`config.mk`:
```
export PLATFORM = sky130hd
export DESIGN_NAME = ref_cache_req_arbiter
export DESIGN_NICKNAME = d
export VERILOG_FILES = /design/src/rtl/ref_cache_req_arbiter.sv
export SDC_FILE = /design/constraint.sdc
export NUM_CORES = 1
export LEC_CHECK = 0
export ABC_AREA = 1
export BUFFER_PORTS_ARGS = -buffer_cell sky130_fd_sc_hd__buf_2
export CAP_MARGIN = 40
export CORE_MARGIN = 2
export CORE_UTILIZATION = 42
export DETAILED_ROUTE_END_ITERATION = 8
export HOLD_SLACK_MARGIN = 0.1
export PLACE_DENSITY = 0.77
export SYNTH_ARGS = -nofsm -noshare
export SYNTH_HDL_FRONTEND = slang
export SYNTH_SLANG_ARGS = --single-unit
```
`constraint.sdc`:
```
create_clock -name clk -period 2 [get_ports clk]
set_input_delay 0.5 -clock clk [delete_from_list [all_inputs] [get_ports clk]]
set_output_delay 0.5 -clock clk [all_outputs]
set_load 0.1 [all_outputs]
```
`src/rtl/ref_cache_req_arbiter.sv`:
```
// Round-robin arbiter sharing one reference cache between the IBC (port 0) and
// MC (port 1) requesters, with a tag FIFO steering responses back in issue order.
module ref_cache_req_arbiter #(
  parameter int unsigned COORD_W   = 14,
  parameter int unsigned DIM_W     = 7,
  parameter int unsigned REF_W     = 4,
  parameter int unsigned TAG_DEPTH = 4,
  localparam int unsigned PAY_W    = REF_W + 2*COORD_W + 2*DIM_W
) (
  input  logic             clk,
  input  logic             reset,
  input  logic [1:0]       req_valid,
  output logic [1:0]       req_ready,
  input  logic [PAY_W-1:0] req_payload0,
  input  logic [PAY_W-1:0] req_payload1,
  input  logic [1:0]       rsp_ready,
  output logic [1:0]       rsp_valid,
  output logic             cache_valid_in,
  output logic [PAY_W-1:0] cache_payload,
  input  logic             cache_idle_out,
  output logic             cache_filer_idle,
  input  logic             cache_valid_out,
  input  logic             cache_full_idle,
  output logic             arb_idle,
  output logic             err_underflow
);

  localparam int unsigned PTR_W = (TAG_DEPTH > 1) ? $clog2(TAG_DEPTH) : 1;
  localparam int unsigned CNT_W = PTR_W + 1;

  typedef enum logic {EMPTY = 1'b0, PEND = 1'b1} state_t;

  state_t             state_q, state_d;
  logic               grant_q;
  logic               prio_q;
  logic               tag_q [TAG_DEPTH];
  logic [PTR_W-1:0]   rd_ptr_q, wr_ptr_q;
  logic [CNT_W-1:0]   count_q;

  logic               fifo_full, fifo_empty;
  logic               grant_c, eligible, push, pop, head;

  assign fifo_full  = (count_q == CNT_W'(TAG_DEPTH));
  assign fifo_empty = (count_q == '0);
  assign head       = tag_q[rd_ptr_q];

  // Tie goes to the requester holding the priority pointer
  always_comb begin
    grant_c = 1'b0;
    if (req_valid == 2'b10)      grant_c = 1'b1;
    else if (req_valid == 2'b11) grant_c = prio_q;
  end

  // Ready is gated by reset so nothing is accepted while reset is held
  assign eligible  = reset && (state_q == EMPTY) && (|req_valid) && !fifo_full;
  assign req_ready = eligible ? (grant_c ? 2'b10 : 2'b01) : 2'b00;

  assign push = (state_q == PEND) && cache_idle_out;
  assign pop  = cache_valid_out && !fifo_empty;

  assign cache_valid_in   = (state_q == PEND);
  assign cache_filer_idle = fifo_empty ? 1'b1 : rsp_ready[head];
  assign rsp_valid        = pop ? (head ? 2'b10 : 2'b01) : 2'b00;
  assign arb_idle         = (state_q == EMPTY) && fifo_empty && cache_full_idle;

  // Issue-slot next state
  always_comb begin
    state_d = state_q;
    case (state_q)
      EMPTY: if (eligible) state_d = PEND;
      PEND:  if (cache_idle_out) state_d = EMPTY;
      default: state_d = EMPTY;
    endcase
  end

  always_ff @(posedge clk or negedge reset) begin
    if (!reset) begin
      state_q       <= EMPTY;
      grant_q       <= 1'b0;
      prio_q        <= 1'b0;
      cache_payload <= '0;
    end else begin
      state_q <= state_d;
      if (eligible) begin
        grant_q       <= grant_c;
        prio_q        <= ~grant_c;
        cache_payload <= grant_c ? req_payload1 : req_payload0;
      end
    end
  end

  // Tag FIFO recording the owner of each issued request
  always_ff @(posedge clk or negedge reset) begin
    if (!reset) begin
      rd_ptr_q <= '0;
      wr_ptr_q <= '0;
      count_q  <= '0;
      for (int i = 0; i < int'(TAG_DEPTH); i++) tag_q[i] <= 1'b0;
    end else begin
      if (push) begin
        tag_q[wr_ptr_q] <= grant_q;
        wr_ptr_q        <= wr_ptr_q + PTR_W'(1);
      end
      if (pop) rd_ptr_q <= rd_ptr_q + PTR_W'(1);
      case ({push, pop})
        2'b10:   count_q <= count_q + CNT_W'(1);
        2'b01:   count_q <= count_q - CNT_W'(1);
        default: count_q <= count_q;
      endcase
    end
  end

  // Sticky flag for a cache response with no outstanding owner
  always_ff @(posedge clk or negedge reset) begin
    if (!reset)                             err_underflow <= 1'b0;
    else if (cache_valid_out && fifo_empty) err_underflow <= 1'b1;
  end

endmodule

```
== Word-level counts from Yosys, hierarchy flattened ==
Cells that the tools add are included.
Cells by class
  bitwise gates (word level): 4
  add/subtract/negate cells: 4
  magnitude comparators: 4
  eq/ne operators: 5
  reduce and logical (&&, ||, !) cells: 14
  mux-type cells: 20
Operators by type and width (number)
  two-way mux 46 bit: 1
  two-way mux 1 bit: 10
  logical AND 1 bit: 9
  two-way mux 2 bit: 4
  equality test 2 bit (second input constant): 3
  >= comparator 3 bit (second input constant): 2
  inverter 2 -> 3 bit: 2
  case mux 3 bit (2 select lines): 1
  adder 2 x 1 -> 2 bit (second input constant): 2
  bitwise mux 4 bit: 1
  adder 3 x 1 -> 3 bit (second input constant): 1
  equality test 3 bit (second input constant): 1
  zero test 3 bit: 1
  < comparator 3 x 1 -> 1 bit (second input constant): 1
  subtractor 3 x 1 -> 3 bit (second input constant): 1
  binary-select mux 1 bit (select 2 bit): 1
  demux 1 bit (select 2 bit): 1
  equality test 2 x 1 -> 1 bit (second input constant): 1
  zero test 1 bit: 2
  < comparator 1 x 2 -> 1 bit (second input constant): 1
  inverter 1 bit: 2
  case mux 1 bit (2 select lines): 1
  nonzero test 2 bit: 1
  OR reduction 2 bit: 1
Word-level totals
  register bits after elaboration: 61
  output and inout port bits: 54
  logic and storage cells: 63
  input bits: 101

== Logic depth before layout (Yosys ltp) ==
Gate-level depths: netlist (run 1).
  word-level depth: 7
  depth in mapped cells: 10
  gate-level depth less buffers: 10

== Least setup slack after synthesis (run 1) ==
Ideal clock, no wire load.
  kind: register to output
  from: register state_q, in the netlist cache_valid_in
  to: output port arb_idle
  slack: -813 ps
  arrival: 2313 ps
  cell stages (with the launch flop): 4
  path buffers: 0
  data required time: 1500 ps
  cell sequence: dfrtp_1 > inv_1 > nand2_1 > nor2_1
Between the ends
  cells in the longest elaborated chain, start to end: 3
Ends and longest elaborated chain
  start, declared: RTL line 33  | state_t state_q, state_d;
  start signal, assigned: RTL line 83  | state_q <= state_d;
  inverter 1 bit: RTL line 64  | assign arb_idle = (state_q == EMPTY) && fifo_empty && cache_full_idle;
  logical AND 1 bit (2 in series): RTL line 64
  end, declared: RTL line 24  | output logic arb_idle,
No other way between the ends.

== Final worst setup path (run 1) ==
  from: register state_q, in the netlist cache_valid_in
  to: output port req_ready[1]
Between the ends
  cells in the longest elaborated chain, start to end: 5
Ends and longest elaborated chain
  inverter 1 bit: RTL line 55  | assign eligible = reset && (state_q == EMPTY) && (|req_valid) && !fifo_full;
  logical AND 1 bit (3 in series): RTL line 55
  two-way mux 2 bit: RTL line 56  | assign req_ready = eligible ? (grant_c ? 2'b10 : 2'b01) : 2'b00;
  end, declared: RTL line 13  | output logic [1:0] req_ready,
No other way between the ends.

==> summary.txt, run 1 <==
Layout
  • ANT cells: 0
  • Multi-input logic area: ~0.0015 mm²
  • Fill count: about 660
  • Area delta synth->final: 39.14%
  • Layout cells sized above 1: 34.75%
  • Fin nets: approximately 710
  • FF+latch area: around 0.0015 mm²

GRT
  • Total track usage: 20.87%
  • Grt total ovfl: 0
  • Largest net degree at the start of global routing: between 60 and 70
  • Global-route wire length before repair: between 10000 and 15000 µm
  • Vias in the first global route: around 3100
  • Initial antenna violation count: 0

STA
  • Unrepaired setup endpoints after global routing: yes
  • Max_slew headroom: 50.76%
  • Slew Limit Fails: 0
  • Final period utilization: 97.67%
  • Achievable frequency: 511.9 MHz
  • Setup violators final: 0
  • Final Hold Vio Count: 0
  • Min setup slack post-route: 0.04663 ns
  • Min cycle time layout: 1.953 ns
  • Final setup skew: about 0.011 ns
  • Worst Max-Slew Pin Slew: approximately 0.74 ns
  • Min Hold Slack: around 0.38 ns

Setup path
  • CP Capture Type: primary output
  • Worst Path Arrival: ~1.5 ns
  • Startpoint types: flip-flop
  • Internal reg-to-reg setup slack: 0.08 ns
  • Worst endpoint required time: ~1.5 ns
  • Slowest CP cell: dfrtp_4
  • Worst R2R Path Depth: 8
  • Worst setup startpoint: cache_valid_in
  • Critical Path Stages: 6
  • CP Cell Sequence: inv_4 -> nand3_4 -> nor2_4 -> nand2_2 -> clkinvlp_4 -> buf_12
  • FF-to-FF End: count_q[2]
  • Max incr delay on CP: a little under 0.5 ns
  • Critical Path Fanout Max: 3
  • Crit Path Class: reg -> out
  • Crit path max-delay family: flip-flops
  • Worst setup path endpoint: req_ready[1]
  • Reg-to-reg startpoint: cache_valid_in
  • CP Buf/Inv Count: 3

Synth
  • Avg Cell Area, Syn: around 7 µm²
  • Ys async rst share: 100.0%
  • Count leader, synth: nand2_1
  • Synth top area share: 47.66%
  • Syn_nets: ~560
  • Yosys top cell by area: dfrtp_1
  • Top cells by area, synth: dfrtp_1 (48%), nand2_1 (31%), nand3_1 (8.1%)
  • EDFF count, synth: 0
  • Synthesized area: 0.003203 mm²
  • Post-Synthesis Cells: roughly 450
  • Synth cell count leaders: nand2_1 (261), dfrtp_1 (61), nand3_1 (52)
  • Cell variety after synth: 21
  • Sequential-to-total area share from yosys stat: 47.66%
  • Synthesis-stage register bit count: 61
  • Yosys warning count: 0
  • Main synth FF type: dfrtp_1

Clock tree
  • Root Driver: clkbuf_8
  • CTS tree: done
  • H-tree levels: 3
  • Clock slew at reported path FFs: ~0.060 ns
  • Clock sinks: 61
  • Clk_lat worst skew: approximately 0.33 ns
  • Bufs on Longest Clock Path: 2
  • Cts bufs inserted: 9

Die
  • Die H: ~91 µm
  • DIE AREA: ~0.0083 mm²
  • Initial Util: 43.69%
  • Width of the die: ~91 µm
  • I/O pins: 155
  • # rows: 31
  • Core area: around 0.0073 mm²

Detailed routing
  • Initial drt markers: just over 60
  • Via density: ~4.7
  • Wirelength, routed: roughly 8500 µm
  • Drt pass-1 iters: 4
  • WL per Instance: roughly 12 µm
  • # DRC: 0
  • Detail Route Antenna Nets: 0
  • Via count: 3304

Hold path
  • Min-delay worst type: in -> reg
  • HP Start: cache_idle_out

Placed design
  • DP HPWL: 6172 µm
  • Gp weighted congestion: 0.8485
  • Port Buf Inserts: ~150
  • Post-Place Setup Slack: approximately 0.078 ns

Flow run
  • Max Cap Viol: 0

Run status
  • Status: completed
## state kept, by name, summed over array words and instances (netlist names)
signal	count
cache_payload	46
tag_q	4
count_q	3
rd_ptr_q	2
wr_ptr_q	2
cache_valid_in	1
err_underflow	1
grant_q	1
prio_q	1
## cells in the final DEF, fill, tap and decap left out
master	count
ha_1	5
fa_2	1
buf_4	17
dfrtp_4	1
nand3_2	5
clkbuf_8	10
nand4_2	1
or2_2	1
buf_12	6
a21oi_2	1
buf_2	148
clkbuf_1	2
nand2_1	256
nor2_1	3
nand2_4	1
inv_1	12
a21oi_1	1
nor2_4	3
nand2_2	4
nand3_4	1
xor2_1	2
inv_4	1
nand3_1	47
xnor2_1	1
o21ai_0	8
o21bai_1	1
clkinv_2	2
bufinv_16	1
dfrtp_1	60
clkinvlp_4	3
inv_2	5
## metrics by stage
stage / util (%) / area (µm²) / cells / setup TNS [ns]
after floorplan: - / 3237 / 448 / -0.1763
after detailed placement: 56.77 / 4161 / 687 / 0
final: 60.80 / 4457 / 709 / 0
after CTS: 60.01 / 4399 / 706 / 0
after global placement: 56.77 / 4161 / 687 / 0
after global routing: 60.80 / 4457 / 709 / -0.03488
## worst min path at each step
stage	to	slack (ns)	cells after the start
finish	cache_valid_in	0.38	2
global placement	cache_payload[30]	0.45	2
detailed placement	cache_payload[13]	0.45	2
global route	cache_valid_in	0.40	2
CTS	cache_valid_in	0.36	2
floorplan	cache_payload[0]	0.20	0
## per-layer routing
layer | track usage, % | part of all wire, %
met2 | 35.43 | 50
met3 | 3.568 | 4.4
met1 | 27.01 | 44
met4 | 7.197 | 1.3
met5 | 0 | 0
## repair_timing
item,4_1_cts,5_1_grt
buffers inserted,3,3
gates resized for setup,7,9
setup endpoints to repair,4,6
pin swaps,2,3
hold buffers,0,0
## worst reg2reg max path, delay by kind of cell, from the launching register on
family                   cells  cell delay (ns)
adder cells (fa/ha/maj)      2             0.50
flip-flops                   1             0.49
AND/OR/NAND/NOR              3             0.48
buffers and inverters        2             0.21
XOR/XNOR                     1             0.16
## cell type report
type | count | share of cell area, %
Multi-Input combinational cell | 342 | 34.47
Sequential cell | 61 | 34.33
Timing Repair Buffer | 171 | 22.18
Clock buffer | 12 | 3.257
Tap cell | 99 | 2.779
Inverter | 20 | 1.909
Clock inverter | 4 | 1.067
## logic make-up (layout without fill, tap and decap cells)
kind of cell / Yosys count / in the layout / share of synthesized area [%]
flip-flops: 61 / 61 / 47.66
XOR/XNOR: 3 / 3 / 0.8205
AND/OR/NAND/NOR: 322 / 322 / 40.39
adder cells (fa/ha/maj): 6 / 6 / 2.578
buffers and inverters: 45 / 207 / 6.758
AO/OA/AOI/OAI: 11 / 11 / 1.797
Power of run 1 is not shown: default switching activity piles up to over one toggle a cycle in this logic, so the estimate is an artifact.
==> run 2: changes to the inputs <==
==> constraint.sdc (replaced) <==
create_clock -name clk -period 1.73 [get_ports clk]
set_input_delay 0.4325 -clock clk [delete_from_list [all_inputs] [get_ports clk]]
set_output_delay 0.4325 -clock clk [all_outputs]
set_load 0.1 [all_outputs]
==> summary.txt, run 2 (synthesized netlist as in run 1, its figures left out) <==
Run status
  • Status: complete, but fails checks (was completed)
  • Failing checks: negative setup slack

Clock tree
  • Cts bufs inserted: 9 (unchanged)
  • Hold_buf cts: 0 (unchanged)
  • CTS tree: done (unchanged)
  • Clk_lat worst skew: 0.32 ns (was 0.33 ns)
  • H-tree levels: 3 (unchanged)
  • Clock slew at reported path FFs: 0.06 ns (about the same)
  • Bufs on Longest Clock Path: 2 (unchanged)
  • Clock sinks: 61 (unchanged)
  • Root Driver: clkbuf_8 (unchanged)

STA
  • Slew Limit Fails: 0 (unchanged)
  • Worst Max-Slew Pin Slew: 0.7427 ns (was 0.7386 ns)
  • Min setup slack post-route: -0.2686 ns (was 0.04663 ns)
  • Setup violators final: 7 (was 0)
  • Min cycle time layout: between 1.5 and 2 ns
  • Final Hold Vio Count: 0 (unchanged)
  • Unrepaired setup endpoints after global routing: yes (unchanged)
  • Achievable frequency: 500.3 MHz
  • Total negative setup slack: -1.005 ns (was 0 ns)
  • Final period utilization: 115.5%
  • Final setup skew: 0.01243 ns (was 0.01056 ns)
  • Max_slew headroom: 50.49% (was 50.76%)

Detailed routing
  • Wirelength, routed: 8440 µm (was 8528 µm)
  • Via count: 3293 (was 3304)
  • Detail Route Antenna Nets: 0 (unchanged)
  • # DRC: 0 (unchanged)
  • Initial drt markers: 116 (was 61)
  • WL per Instance: 11.74 µm (was 12.03 µm)
  • Via density: 4.580 (was 4.660)
  • Drt pass-1 iters: 4 (unchanged)

Setup path
  • Crit Path Class: reg -> out (unchanged)
  • Reg-to-reg startpoint: count_q[2] (was cache_valid_in)
  • Worst R2R Path Depth: 10 (was 8)
  • Worst Path Arrival: 1.57 ns (was 1.45 ns)
  • Critical Path Fanout Max: 3 (unchanged)
  • Slowest CP cell: dfrtp_4 (unchanged)
  • Max incr delay on CP: 0.47 ns (was 0.49 ns)
  • Internal reg-to-reg setup slack: -0.06 ns (was 0.08 ns)
  • Startpoint types: flip-flop (unchanged)
  • Worst endpoint required time: 1.30 ns (was 1.50 ns)
  • FF-to-FF End: count_q[2] (unchanged)
  • CP Capture Type: primary output (unchanged)
  • CP Cell Sequence: buf_6 -> inv_4 -> nand3_4 -> nor2_4 -> nand2_4 -> clkinvlp_4 -> buf_12 (was inv_4 -> nand3_4 -> nor2_4 -> nand2_2 -> clkinvlp_4 -> buf_12)

Layout
  • Most frequent cells in the layout: nand2_1 (251), buf_2 (147), dfrtp_1 (60) (was nand2_1 (256), buf_2 (148), dfrtp_1 (60))
  • Top reg by flops: cache_payload (unchanged)
  • Fin nets: 722 (was 712)
  • Layout cells sized above 1: 37.58% (was 34.75%)
  • Area delta synth->final: 44.88% (was 39.14%)
  • Max FFs per register: 46 (unchanged)
  • Most common cell after layout, fill and taps aside: nand2_1 (unchanged)
  • ANT cells: 0 (unchanged)
  • Biggest regs: cache_payload (46), tag_q (4), count_q (3) (unchanged)

Die
  • Core area: 0.007331 mm² (unchanged)
  • Initial Util: 43.69% (unchanged)
  • Width of the die: 91.33 µm (unchanged)
  • DIE AREA: 0.008341 mm² (unchanged)
  • # rows: 31 (unchanged)
  • I/O pins: 155 (unchanged)
  • Die H: 91.33 µm (unchanged)

GRT
  • Largest net degree at the start of global routing: 62 (unchanged)
  • Total track usage: 20.98% (was 20.87%)
  • Initial antenna violation count: 0 (unchanged)
  • Global-route wire length before repair: 14190 µm (was 14030 µm)
  • Vias in the first global route: 3172 (was 3073)
  • Grt total ovfl: 0 (unchanged)

Placed design
  • Port Buf Inserts: 154 (unchanged)
  • DP HPWL: 6222 µm (was 6172 µm)
  • Post-Place Setup Slack: -0.1082 ns (was 0.07814 ns)
  • Gp weighted congestion: 0.8567 (was 0.8485)

Hold path
  • Min-delay worst type: in -> async (was in -> reg)

Flow run
  • Max Cap Viol: 0 (unchanged)
-- run 2: repair_timing --
item | CTS | global route
gates cloned | 0 | 0
resized for setup | 18 | 9
setup endpoints to repair | 7 | 9
pin swaps | 7 | 5
buffers inserted | 6 | 3
-- run 2: final cells by class --
class,count,area [µm²]
Clock buffer,11,141.4
Clock inverter,5,50.05
Fill cell,645,2690
Inverter,20,85.08
Multi-Input combinational cell,342,1612
Sequential cell,61,1530
Tap cell,99,123.9
Timing Repair Buffer,181,1099
-- run 2: worst max-delay path by stage --
stage,startpoint,endpoint,slack [ns],cells past startpoint
after floorplan,cache_valid_in,req_ready[0],-0.18,6
after global placement,cache_valid_out,count_q[2],-0.07,9
after detailed placement,cache_valid_out,count_q[2],-0.11,9
after CTS,cache_valid_in,req_ready[0],-0.26,7
after global routing,cache_valid_in,req_ready[0],-0.32,7
final,cache_valid_in,req_ready[0],-0.27,7
-- run 2: worst max-delay path: cells and delay by family (launching register included) --
| kind | cells | cell delay (ns) |
|---|---|---|
| simple gates | 3 | 0.32 |
| buf+inv | 4 | 0.45 |
| flops | 1 | 0.47 |
-- run 2: stage by stage --
stage | std cells | hold WS (ns) | util, % | area, µm²
after CTS | 717 | 0.3518 | 62.66 | 4593
after floorplan | 448 | 0.1369 | - | 3287
final | 719 | 0.3455 | 63.30 | 4641
after global placement | 695 | 0.4493 | 58.64 | 4299
after detailed placement | 695 | 0.4540 | 58.64 | 4299
after global routing | 719 | 0.3760 | 63.30 | 4641
-- run 2: per-layer routing --
layer	vias to the layer above	global-route usage, %	wire length, µm
li1	1713	-	-
met5	-	0	0
met3	10	4.564	490
met4	0	8.081	102
met2	97	36.11	4279
met1	1473	25.69	3568
Power of run 2 is left out for the same reason.
==> run 3: changes to the inputs <==
--- a/config.mk
+++ b/config.mk
@@ -13,6 +13,7 @@
 export DETAILED_ROUTE_END_ITERATION = 8
 export HOLD_SLACK_MARGIN = 0.1
 export PLACE_DENSITY = 0.77
+export SETUP_SLACK_MARGIN = 0.3
 export SYNTH_ARGS = -nofsm -noshare
 export SYNTH_HDL_FRONTEND = slang
 export SYNTH_SLANG_ARGS = --single-unit
==> summary.txt, run 3 (synthesized netlist as in run 1, its figures left out) <==
Placed design
  • Gp weighted congestion: 0.7920 (was 0.8567)
  • Area after DPL: 0.004329 mm² (was 0.004299 mm²)
  • DP HPWL: 6290 µm (was 6222 µm)
  • Port Buf Inserts: 154 (unchanged)
  • Placed insts: 698 (was 695)

STA
  • Final Hold Vio Count: 0 (unchanged)
  • Setup violators final: 7 (unchanged)
  • Worst Max-Slew Pin Slew: 0.7758 ns (was 0.7427 ns)
  • Achievable frequency: 509.3 MHz (was 500.3 MHz)
  • Max_slew headroom: 48.28% (was 50.49%)
  • Total negative setup slack: -1.400 ns (was -1.005 ns)
  • Min cycle time layout: 1.964 ns (was 1.999 ns)
  • Final setup skew: 0.01470 ns (was 0.01243 ns)
  • Slew Limit Fails: 0 (unchanged)
  • Final period utilization: 113.5% (was 115.5%)
  • Min setup slack post-route: -0.2335 ns (was -0.2686 ns)
  • Unrepaired setup endpoints after global routing: yes (unchanged)

Clock tree
  • Hold_buf cts: 0 (unchanged)
  • Clock sinks: 61 (unchanged)
  • Root Driver: clkbuf_8 (unchanged)
  • CTS tree: done (unchanged)
  • Bufs on Longest Clock Path: 2 (unchanged)
  • Clk_lat worst skew: 0.33 ns (was 0.32 ns)
  • H-tree levels: 3 (unchanged)
  • Clock slew at reported path FFs: 0.08 ns (was 0.06 ns)
  • Cts bufs inserted: 9 (unchanged)

Setup path
  • Crit Path Class: reg -> out (unchanged)
  • Critical Path Fanout Max: 3 (unchanged)
  • Worst Path Arrival: 1.53 ns (was 1.57 ns)
  • Slowest CP cell: dfrtp_1 (was dfrtp_4)
  • Max incr delay on CP: 0.39 ns (was 0.47 ns)
  • Worst endpoint required time: 1.30 ns (about the same)
  • CP Capture Type: primary output (unchanged)
  • Crit path max-delay family: buffers and inverters (was flip-flops)
  • Internal reg-to-reg setup slack: -0.22 ns (was -0.06 ns)
  • CP dominant cell by count: buf_6
  • CP Buf/Inv Count: 5 (was 4)
  • Startpoint types: flip-flop (unchanged)
  • CP Cell Sequence: inv_2 -> buf_6 -> nand3_4 -> buf_4 -> buf_6 -> nor2_4 -> buf_12 (was buf_6 -> inv_4 -> nand3_4 -> nor2_4 -> nand2_4 -> clkinvlp_4 -> buf_12)

Detailed routing
  • # DRC: 0 (unchanged)
  • Wirelength, routed: 9453 µm (was 8440 µm)
  • Detail Route Antenna Nets: 0 (unchanged)
  • Drt pass-1 iters: 4 (unchanged)
  • WL per Instance: 12.91 µm (was 11.74 µm)
  • Via density: 4.713 (was 4.580)
  • Initial drt markers: 86 (was 116)
  • Via count: 3450 (was 3293)

Layout
  • Max FFs per register: 46 (unchanged)
  • FF+latch area: 0.001530 mm² (unchanged)
  • Layout cells sized above 1: 39.18% (was 37.58%)
  • ANT cells: 0 (unchanged)
  • Final instance area: 0.005140 mm² (was 0.004641 mm²)
  • Area delta synth->final: 60.47% (was 44.88%)
  • Fill count: 587 (was 645)
  • Most frequent cells in the layout: nand2_1 (250), buf_2 (100), dfrtp_1 (60) (was nand2_1 (251), buf_2 (147), dfrtp_1 (60))
  • Top reg by flops: cache_payload (unchanged)
  • Fin nets: 735 (was 722)
  • Multi-input logic area: 0.001640 mm² (was 0.001612 mm²)
  • Most common cell after layout, fill and taps aside: nand2_1 (unchanged)
  • Non-Filler Instances: 732 (was 719)
  • Biggest regs: cache_payload (46), tag_q (4), count_q (3) (unchanged)

Run status
  • Status: complete, but fails checks (unchanged)
  • Failing checks: negative setup slack (unchanged)

GRT
  • Total track usage: 22.43% (was 20.98%)
  • Met1 usage: 26.75% (was 25.69%)
  • Global-route wire length before repair: 15120 µm (was 14190 µm)
  • GRT met2 Usage: 40.43% (was 36.11%)
  • GR Layer Usage met3: 4.481% (was 4.564%)
  • Top Usage Layer GRT: met2 (unchanged)
  • Grt total ovfl: 0 (unchanged)
  • Largest net degree at the start of global routing: 62 (unchanged)
  • Initial antenna violation count: 0 (unchanged)
  • Vias in the first global route: 3333 (was 3172)

Flow run
  • Max Cap Viol: 0 (unchanged)

Die
  • I/O pins: 155 (unchanged)
  • Core area: 0.007331 mm² (unchanged)
  • Initial Util: 43.69% (unchanged)
  • DIE AREA: 0.008341 mm² (unchanged)
  • Width of the die: 91.33 µm (unchanged)
  • Die H: 91.33 µm (unchanged)
  • # rows: 31 (unchanged)

Hold path
  • Min-delay worst type: in -> reg (was in -> async)
==> run 3: cell types whose count changed in the layout (fill, tap and decap cells not counted), moves of 2 or more <==
cell / previous run / this run
nand3_2: 3 / 1
nor2_2: 0 / 2
inv_4: 1 / 3
buf_2: 147 / 100
nor2_1: 3 / 1
nand3_4: 4 / 6
buf_6: 2 / 54
inv_2: 8 / 5
buf_4: 23 / 30
clkinv_2: 4 / 0
==> run 3: metrics by stage <==
stage / hold WS [ns] / utilization (%) / setup WS, ns
CTS: 0.3233 / 66.91 / -0.1865
floorplan: 0.1369 / - / -0.1784
detailed placement: 0.4526 / 59.05 / -0.1265
global placement: 0.4512 / 59.05 / -0.06615
global route: 0.3366 / 70.11 / -0.2842
finish: 0.3347 / 70.11 / -0.2335
==> run 3: repair_timing <==
item | in CTS | in global routing
setup buffers | 11 | 7
pin swaps | 12 | 9
gates resized for setup | 88 | 48
endpoints found under the setup margin | 57 | 91
==> run 3: worst paths after layout <==
| path | start | end | cells past startpoint |
|---|---|---|---|
| setup / recovery | count_q[1] | arb_idle | 7 |
| hold / removal | cache_idle_out | cache_valid_in | 2 |
| setup reg to reg | count_q[1] | count_q[2] | 12 |
| hold reg to reg | cache_payload[32] | cache_payload[32] | 2 |
| max in group asynchronous | reset | cache_valid_in | 2 |
| min in group asynchronous | reset | count_q[1] | 2 |
==> run 3: metal layers <==
layer / wire length, µm / up-vias
li1: - / 1742
met1: 3803 / 1564
met2: 4987 / 126
met3: 510 / 18
met4: 151 / 0
met5: 0 / -
==> run 3: cell type report <==
cell class                      count  area share [%]
Timing Repair Buffer              194           29.75
Clock inverter                      3           1.315
Tap cell                           99           2.410
Sequential cell                    61           29.77
Multi-Input combinational cell    342           31.91
Inverter                           20           1.753
Clock buffer                       13           3.092
Power of run 3 is left out for the same reason.
